**src/rtl/pcap_dma_sequencer.sv**
```systemverilog
// Position-capture DMA sequencer: pops buffer addresses, issues write bursts from the capture FIFO,
// and raises one IRQ report per finished buffer. One burst in flight; request held until acknowledged.
module pcap_dma_sequencer #(
  parameter int TBL_AW    = 5,
  parameter int BURST_LEN = 16,
  parameter int FIFO_AW   = 10
) (
  input  logic              clk_i,
  input  logic              reset_i,
  input  logic              enable_i,
  input  logic              abort_i,
  input  logic              addr_wr_i,
  input  logic [31:0]       addr_data_i,
  input  logic [31:0]       blocksize_i,
  input  logic [FIFO_AW:0]  fifo_count_i,
  output logic              dma_req_o,
  output logic [31:0]       dma_addr_o,
  output logic [7:0]        dma_len_o,
  input  logic              dma_ack_i,
  input  logic              dma_done_i,
  output logic              irq_o,
  output logic [7:0]        irq_flags_o,
  output logic [31:0]       irq_count_o,
  output logic [TBL_AW:0]   tbl_count_o,
  output logic              active_o
);

  typedef enum logic [2:0] {S_IDLE, S_LOAD, S_WAIT, S_REQ, S_XFER, S_IRQ} state_t;

  localparam int                TBL_DEPTH  = 2 ** TBL_AW;
  localparam logic [TBL_AW:0]   TBL_FULL   = (TBL_AW + 1)'(TBL_DEPTH);
  localparam logic [7:0]        LEN_FULL   = 8'(BURST_LEN);
  localparam logic [FIFO_AW:0]  FIFO_BURST = (FIFO_AW + 1)'(BURST_LEN);
  localparam logic [7:0]        F_FULL     = 8'h01;
  localparam logic [7:0]        F_COMPLETE = 8'h02;
  localparam logic [7:0]        F_NO_ADDR  = 8'h04;
  localparam logic [7:0]        F_ABORT    = 8'h08;

  state_t              state;
  logic [31:0]         tbl_mem [TBL_DEPTH];
  logic [TBL_AW-1:0]   wr_ptr;
  logic [TBL_AW-1:0]   rd_ptr;
  logic [TBL_AW:0]     tbl_cnt;
  logic [31:0]         cur_addr;
  logic [31:0]         cur_cnt;
  logic [31:0]         blk_words;
  logic                abort_q;
  logic                push;
  logic                pop;
  logic                flush;
  logic                tbl_empty;
  logic [31:0]         next_cnt;
  logic                unused_ok;

  assign tbl_empty   = (tbl_cnt == '0);
  assign push        = addr_wr_i && (tbl_cnt != TBL_FULL);
  assign pop         = (state == S_LOAD) && !abort_q && !tbl_empty;
  assign flush       = (state == S_IRQ) && (irq_flags_o[2] || irq_flags_o[3]);
  assign next_cnt    = cur_cnt + {24'd0, dma_len_o};
  assign tbl_count_o = tbl_cnt;
  assign unused_ok   = ^{addr_data_i[1:0], blocksize_i[1:0]};

  always_ff @(posedge clk_i) begin
    if (push) tbl_mem[wr_ptr] <= {addr_data_i[31:2], 2'b00};
  end

  always_ff @(posedge clk_i or posedge reset_i) begin
    if (reset_i) begin
      wr_ptr  <= '0;
      rd_ptr  <= '0;
      tbl_cnt <= '0;
    end else if (flush) begin
      wr_ptr  <= '0;
      rd_ptr  <= '0;
      tbl_cnt <= '0;
    end else begin
      if (push) wr_ptr <= wr_ptr + 1'b1;
      if (pop)  rd_ptr <= rd_ptr + 1'b1;
      if (push && !pop)      tbl_cnt <= tbl_cnt + 1'b1;
      else if (pop && !push) tbl_cnt <= tbl_cnt - 1'b1;
    end
  end

  always_ff @(posedge clk_i or posedge reset_i) begin
    if (reset_i) begin
      state       <= S_IDLE;
      cur_addr    <= '0;
      cur_cnt     <= '0;
      blk_words   <= '0;
      abort_q     <= 1'b0;
      dma_req_o   <= 1'b0;
      dma_addr_o  <= '0;
      dma_len_o   <= '0;
      irq_o       <= 1'b0;
      irq_flags_o <= '0;
      irq_count_o <= '0;
      active_o    <= 1'b0;
    end else begin
      if (abort_i && state != S_IDLE) abort_q <= 1'b1;
      case (state)
        S_IDLE: begin
          if (enable_i) begin
            state    <= S_LOAD;
            active_o <= 1'b1;
          end
        end
        S_LOAD: begin
          if (abort_q) begin
            state <= S_IRQ; irq_o <= 1'b1; irq_flags_o <= F_ABORT; irq_count_o <= '0;
          end else if (!tbl_empty) begin
            cur_addr  <= tbl_mem[rd_ptr];
            cur_cnt   <= '0;
            blk_words <= {2'b00, blocksize_i[31:2]};
            state     <= S_WAIT;
          end else begin
            state <= S_IRQ; irq_o <= 1'b1; irq_flags_o <= F_NO_ADDR; irq_count_o <= '0;
          end
        end
        S_WAIT: begin
          if (abort_q) begin
            state <= S_IRQ; irq_o <= 1'b1; irq_flags_o <= F_ABORT; irq_count_o <= cur_cnt;
          end else if (fifo_count_i >= FIFO_BURST) begin
            state <= S_REQ; dma_req_o <= 1'b1; dma_addr_o <= cur_addr; dma_len_o <= LEN_FULL;
          end else if (!enable_i && fifo_count_i != '0) begin
            // End-of-capture flush: the leftover is always shorter than a full burst here.
            state <= S_REQ; dma_req_o <= 1'b1; dma_addr_o <= cur_addr; dma_len_o <= fifo_count_i[7:0];
          end else if (!enable_i) begin
            state <= S_IRQ; irq_o <= 1'b1; irq_flags_o <= F_COMPLETE; irq_count_o <= cur_cnt;
          end
        end
        S_REQ: begin
          if (dma_ack_i) begin
            dma_req_o <= 1'b0;
            state     <= S_XFER;
          end
        end
        S_XFER: begin
          if (dma_done_i) begin
            cur_cnt  <= next_cnt;
            cur_addr <= cur_addr + {22'd0, dma_len_o, 2'b00};
            if (next_cnt == blk_words) begin
              state <= S_IRQ; irq_o <= 1'b1; irq_flags_o <= F_FULL; irq_count_o <= next_cnt;
            end else begin
              state <= S_WAIT;
            end
          end
        end
        S_IRQ: begin
          irq_o <= 1'b0;
          if (irq_flags_o[3]) abort_q <= 1'b0;
          // A full buffer rolls into a fresh one while capture runs or data is still pending.
          if (irq_flags_o[0] && (enable_i || fifo_count_i != '0)) begin
            state <= S_LOAD;
          end else begin
            state    <= S_IDLE;
            active_o <= 1'b0;
          end
        end
        default: begin
          state    <= S_IDLE;
          active_o <= 1'b0;
        end
      endcase
    end
  end

endmodule

```
**config.mk**
```make
export PLATFORM = sky130hd
export DESIGN_NAME = pcap_dma_sequencer
export DESIGN_NICKNAME = d
export VERILOG_FILES = /design/src/rtl/pcap_dma_sequencer.sv
export SDC_FILE = /design/constraint.sdc
export NUM_CORES = 2
export LEC_CHECK = 0
export ABC_AREA = 1
export ABC_CLOCK_PERIOD_IN_PS = 6790
export CAP_MARGIN = 40
export CORE_ASPECT_RATIO = 1.5
export CORE_UTILIZATION = 50
export DETAILED_ROUTE_END_ITERATION = 10
export GPL_ROUTABILITY_DRIVEN = 0
export HOLD_SLACK_MARGIN = 0.02
export PLACE_DENSITY = 0.7
export SLEW_MARGIN = 20
export SYNTH_ARGS = -nofsm -noshare
export SYNTH_HDL_FRONTEND = slang
export SYNTH_SLANG_ARGS = --single-unit
```
**constraint.sdc**
```tcl
create_clock -name clk_i -period 6.79 [get_ports clk_i]
set_input_delay 1.358 -clock clk_i [delete_from_list [all_inputs] [get_ports clk_i]]
set_output_delay 1.358 -clock clk_i [all_outputs]
set_load 0.01 [all_outputs]
```
# Yosys cells after proc, flatten, opt, wreduce, memory -nomap -nowiden

Memory sizes are Yosys's and may differ from the RTL's.
Index checks and enable logic that the tools add are counted.
W data, S select, Z words.

Add/subtract/negate cells: 6
$lt $le $gt $ge: 1
Eq/ne operators: 21
Muxes and demuxes: 71
Bitwise operators: 3
Reductions and logical operators: 37

Operator list:

| operator              | count |
|---|---|
| $mux W32              | 16 |
| $pmux W32 S2          | 2 |
| $pmux W32 S3          | 1 |
| $mux W8               | 10 |
| $add A32 B10 Y32      | 1 |
| $add A32 B8 Y32       | 1 |
| $eq A32 B30 Y1        | 1 |
| $mux W3               | 10 |
| $pmux W8 S3           | 1 |
| $mux W1               | 20 |
| $mux W5               | 4 |
| $mux W6               | 3 |
| $pmux W3 S6           | 1 |
| $ne A2 B2 Y1 const B  | 8 |
| $ne A3 B3 Y1 const B  | 5 |
| $reduce_and A7 Y1     | 2 |
| $reduce_and A4 Y1     | 3 |
| $ge A11 B5 Y1 const B | 1 |
| $reduce_bool A11 Y1   | 1 |
| $add A5 B1 Y5 const B | 2 |
| $reduce_bool A2 Y1    | 5 |
| $logic_and A1 B1 Y1   | 9 |
| $reduce_and A3 Y1     | 3 |
| $reduce_bool A3 Y1    | 3 |
| 17 further kinds      | 26 |

Register bits after elaboration: 197
RAM bits: 960
Input bits: 82
Output and inout port bits: 89
Logic and storage cells: 155
Memories kept: 1

Memory list:

| name    | depth | bits a word | read ports | clocked after Yosys merged registers in | wr ports | line | text |
|---|---|---|---|---|---|---|---|
| tbl_mem | 32    | 30          | 1          | 0                                       | 1        | 40   | `logic [31:0] tbl_mem [TBL_DEPTH];` |

# Logic depth before layout (Yosys ltp)

Depth after elaboration: 7
Mapped depth: 24
Gate-level depth less buffers: 23

# Worst setup path after synthesis

OpenSTA, ideal clock, no wires.

Kind: input to register
Start point: input port addr_wr_i
End point: memory tbl_mem[31][0] in the netlist's numbering (enable)
Library setup time: 0.419 ns
Arrival time: 3.264 ns
Data required time: 6.371 ns
Setup slack: 3.107 ns
Cell stages on the path: 4
Path buffers: 1
Cells stage by stage: and2_1 -> clkbuf_1 -> nand2_1 -> nor2_1

Word-level cells in the longest chain between the ends: 3

Ends and longest elaborated chain:

| element                       | line | text |
|---|---|---|
| start: declaration            | 12   | `input logic addr_wr_i,` |
| $logic_and A1 B1 Y1           | 56   | `assign push = addr_wr_i && (tbl_cnt != TBL_FULL);` |
| $mux W1                       | 64   | `if (push) tbl_mem[wr_ptr] <= {addr_data_i[31:2], 2'b00};` |
| $mux W1 (not written as such) | 64   |  |
| end: declaration              | 40   |  |

Every way passes these cells.

# Final worst setup path

Start point: register dma_len_o[0]
End point: register irq_count_o[1]

Word-level cells in the longest chain between the ends: 4
Elaborated cells between the ends (all ways): 7
Those cells by class: 1 x add/sub; 2 x eq/ne; 3 x mux; 1 x reduce/logical

Ends and longest elaborated chain:

| element                                                     | line | text |
|---|---|---|
| start: declaration                                          | 18   | `output logic [7:0] dma_len_o,` |
| start signal: assignment                                    | 93   | `dma_len_o <= '0;` |
| start signal: assignment                                    | 123  | `state <= S_REQ; dma_req_o <= 1'b1; dma_addr_o <= cur_addr; dma_len_o <= LEN_FULL;` |
| start signal: assignment                                    | 126  | `state <= S_REQ; dma_req_o <= 1'b1; dma_addr_o <= cur_addr; dma_len_o <= fifo_count_i[7:0];` |
| $add A32 B8 Y32 (*)                                         | 59   | `assign next_cnt = cur_cnt + {24'd0, dma_len_o};` |
| $eq A32 B30 Y1 or $mux W32 (tied branches)                  | 141  | `if (next_cnt == blk_words) begin` |
| $ne A2 B2 Y1 (no line) or $mux W32 (tied branches)          | -    |  |
| $reduce_and A7 Y1 (no line) or $pmux W32 S3 (tied branches) | -    |  |
| end signal: assignment                                      | 96   | `irq_count_o <= '0;` |
| end signal: assignment                                      | 128  | `state <= S_IRQ; irq_o <= 1'b1; irq_flags_o <= F_COMPLETE; irq_count_o <= cur_cnt;` |
| end signal: assignment                                      | 142  | `state <= S_IRQ; irq_o <= 1'b1; irq_flags_o <= F_FULL; irq_count_o <= next_cnt;` |
| end: declaration                                            | 23   | `output logic [31:0] irq_count_o,` |

Every way passes the cells marked *; elsewhere a longest branch is shown, timed or not. The select of a mux whose other input is x is not followed.
A chain may end at the register's enable or synchronous reset.

==> metrics.log <==
[metrics] Arr. time, crit path: 5370 ps
[metrics] overall die width: 256 um
[metrics] Post CTS Setup Buffer Count: 0
[metrics] Synth Area per Inst: 11.2 um^2
[metrics] Final nets: 4557
[metrics] peak supply drop: 0.000272 V
[metrics] row count: 139
[metrics] Via density: 6.10
[metrics] main combinational cell family by area after synthesis: simple AND/OR/NAND/NOR gates
[metrics] number of endpoints with negative hold slack in the final report: 0
[metrics] drt first-iter violations: 3859
[metrics] clock buffers created by TritonCTS: 102
[metrics] number of buffers inserted by hold repair at cts: 0
[metrics] H-Tree Level Count: 3
[metrics] clock insertion delay at the later pin of the skew report: 700 ps
[metrics] number of nets still failing antenna checks after routing: 0
[metrics] setup repair after global routing missed its margin: no
[metrics] number of flip-flops and latches in the synthesized netlist: 1149
[metrics] setup slack after placement: 2280 ps
[metrics] grt total ovfl: 0
[metrics] pin count of the biggest net entering global routing: 217
[metrics] Period Utilization, post-route: 0.705
[metrics] CTS Buffer Depth: 3
[metrics] multiplexer share of the synthesized area: 0
[metrics] largest fanout of any net on the critical path: 39
[metrics] initial standard-cell utilization of the core: 0.506
[metrics] gate count after technology mapping: 4325
[metrics] Setup Total Neg Slack: 0 ps
[metrics] worst-case headroom to the max-slew limit: 0.293
[metrics] iteration count of the initial detailed-routing pass: 6
[metrics] wire length of the first global-routing pass: 212000 um
[metrics] core footprint: 96000 um^2
[metrics] global-route total usage across every layer: 0.291
[metrics] Worst Path Class, Setup: register to register
[metrics] Worst EP required: 7370 ps
[metrics] post-route DRC violation count: 0
[metrics] total wire length after detailed routing: 145000 um
[metrics] LEAKAGE: 0.0199 uW
[metrics] initial antenna violation count: 4
[metrics] DP Wirelength: 89500 um
[metrics] master cell of the clock root buffer: sky130_fd_sc_hd__clkbuf_16
[metrics] clock sink count: 1149
[metrics] Final Critical Period: 4790 ps
[metrics] vias in the first global route: 34005
[metrics] parity-gate share of the synthesized area counting xor and xnor cells: 0.00446
[metrics] clock transition at the register clock pins on the worst setup and hold paths after CTS: 70 ps
[metrics] Synth Warn #: 0
[metrics] max-capacitance violation count: 0
[metrics] max-slew violation count: 0
[metrics] via count: 35444
[metrics] area growth from synthesis to final layout: 15.5%
[metrics] most frequent standard cell in the layout excluding fill and tap cells: sky130_fd_sc_hd__edfxtp_1
[metrics] die extent in y: 384 um
[metrics] setup-violating endpoint count in the final report: 0
[metrics] Die ar.: 98400 um^2
[metrics] sequential cell area fraction in the yosys report: 0.691
[metrics] CP startpoint kind: register
[metrics] per-cell routed wire length: 24.9 um
[metrics] I/O Buffers: 160
[metrics] Post-Synthesis Cell Area: 48600 um^2
[metrics] commonest cells after routing, fill and taps aside: 960 x sky130_fd_sc_hd__edfxtp_1, 729 x sky130_fd_sc_hd__o21ai_0, 694 x sky130_fd_sc_hd__nor2_1, 548 x sky130_fd_sc_hd__nand2_1, 230 x sky130_fd_sc_hd__o22ai_1
[metrics] power per cell area: 385 nW/um^2
[metrics] Worst Tran Pin Value: 1060 ps
[metrics] post_cts resized: 0
[metrics] clock tree from TritonCTS: yes
[metrics] Compound-Gate Fraction of Synth Area: 0.128
[metrics] worst min path class: register to register
[metrics] share of post-route cells with drive strength above 1: 0.0787
[metrics] Synth Area in Simple Gates: 0.132
[metrics] type of destination of the critical path: register
[metrics] Setup Skew: 29.7 ps
[metrics] post-synth cell types: 51
[metrics] run status: complete, no violations
[metrics] number of top-level design ports: 171
[metrics] achievable clock frequency: 0.209 GHz
[metrics] area share of fa/ha/maj cells after synthesis: 0.00768
[metrics] final setup slack of the worst path: 2000 ps
==> metrics by stage <==
step | area (um^2) | instances | hold WS, ps | util | power (uW)
6_report | 56100 | 5806 | 472 | 0.584 | 21600
5_1_grt | 56100 | 5806 | 501 | 0.584 | 22500
4_1_cts | 55900 | 5797 | 476 | 0.583 | 21500
3_5_place_dp | 52400 | 5605 | 459 | 0.546 | 15500
3_3_place_gp | 51600 | 5558 | 458 | 0.537 | 15300
2_1_floorplan | 48600 | 4330 | 444 | - | 12900
==> worst max-delay path, stage by stage (launching register included) <==
cell	delay, ps
sky130_fd_sc_hd__dfrtp_1	600
sky130_fd_sc_hd__ha_1	300
sky130_fd_sc_hd__inv_1	70
sky130_fd_sc_hd__fa_1	400
sky130_fd_sc_hd__inv_1	90
sky130_fd_sc_hd__nand2_1	110
sky130_fd_sc_hd__nand2_1	120
sky130_fd_sc_hd__nand3_1	90
sky130_fd_sc_hd__nand2_1	230
sky130_fd_sc_hd__nand2_1	110
sky130_fd_sc_hd__nand2_1	250
sky130_fd_sc_hd__nand2_1	140
sky130_fd_sc_hd__nand2_1	80
sky130_fd_sc_hd__nand2_1	40
sky130_fd_sc_hd__nand2_1	110
sky130_fd_sc_hd__nand2_1	90
sky130_fd_sc_hd__nor2_1	90
sky130_fd_sc_hd__nand2_1	60
sky130_fd_sc_hd__nor2_1	310
sky130_fd_sc_hd__nand2_1	120
sky130_fd_sc_hd__nand2_2	70
sky130_fd_sc_hd__buf_4	390
sky130_fd_sc_hd__nand3_4	460
sky130_fd_sc_hd__nand2_1	200
sky130_fd_sc_hd__nand2_1	60
==> routing by layer <==
layer,GRT usage,up-vias,routed length [um]
met2,0.505,1932,72500
met4,0.204,4,11100
met1,0.329,17200,49500
met3,0.0461,500,11800
li1,-,15808,-
met5,0,-,21
==> cells in the mapped netlist (all sizes together) <==
library cell | n | share of area
edfxtp | 960 | 0.59
nor2 | 736 | 0.057
o21ai | 731 | 0.075
nand2 | 556 | 0.043
clkbuf | 244 | 0.019
o22ai | 230 | 0.030
dfrtp | 189 | 0.097
nand3 | 178 | 0.019
inv | 177 | 0.014
o221ai | 58 | 0.010
nand4 | 54 | 0.0070
a21oi | 42 | 0.0044
ha | 25 | 0.0064
buf | 23 | 0.0034
a31oi | 21 | 0.0027
nor3 | 16 | 0.0024
xor2 | 16 | 0.0029
o211ai | 13 | 0.0020
nor4 | 9 | 0.0015
nand3b | 6 | 0.00093
o31ai | 5 | 0.00077
o311ai | 4 | 0.00072
o32ai | 4 | 0.00072
a32oi | 3 | 0.00054
clkinv | 3 | 0.00023
fa | 3 | 0.0012
or2 | 3 | 0.00039
xnor3 | 3 | 0.0014
a21o | 2 | 0.00031
a22oi | 2 | 0.00031
and2 | 2 | 0.00026
o21bai | 2 | 0.00031
a211oi | 1 | 0.00015
conb | 1 | 0.000077
nor3b | 1 | 0.00015
or4 | 1 | 0.00015
xnor2 | 1 | 0.00018
==> cells by family after synthesis <==
logic type / count (synthesis)
AOI/OAI and AO/OA: 1118
xor gates and xnor gates: 20
adders and majority gates: 28
buffers and inverters: 447
DFF: 1149
other: 1
and+or+nand+nor: 1562
==> final timing paths <==
path                                  from              end  slack [ps]  cells after the start
max reg2reg                   dma_len_o[0]   irq_count_o[1]        2000                     24
min reg2reg                irq_count_o[28]  irq_count_o[28]         470                      2
min                        irq_count_o[28]  irq_count_o[28]         470                      2
min in group asynchronous          reset_i  irq_count_o[29]        1050                      2
max in group asynchronous          reset_i     blk_words[6]        4210                      4
max                           dma_len_o[0]   irq_count_o[1]        2000                     24
==> power by group <==
group	switching [uW]	internal, uW
combinational	4590	2030
sequential	533	8330
clock	2590	3510
total	7720	13900
==> cell type report <==
cell class | instances | area, um^2
clock inverter | 66 | 813
timing repair buffer | 280 | 3170
sequential | 1149 | 33600
antenna | 2 | 5.00
tap | 1269 | 1590
multi-input combinational | 2734 | 13500
fill | 7615 | 39900
clock buffer | 126 | 2700
inverter | 180 | 698
==> flip-flops by register name, summed over array words and instances (netlist names), 3 cells and up <==
register / flops
dma_addr_o: 30
blk_words: 30
irq_count_o: 32
cur_addr: 30
irq_flags_o: 4
wr_ptr: 5
tbl_mem: 960
rd_ptr: 5
tbl_count_o: 6
dma_len_o: 8
cur_cnt: 32
state: 3
(Power assumes the default switching activity.)
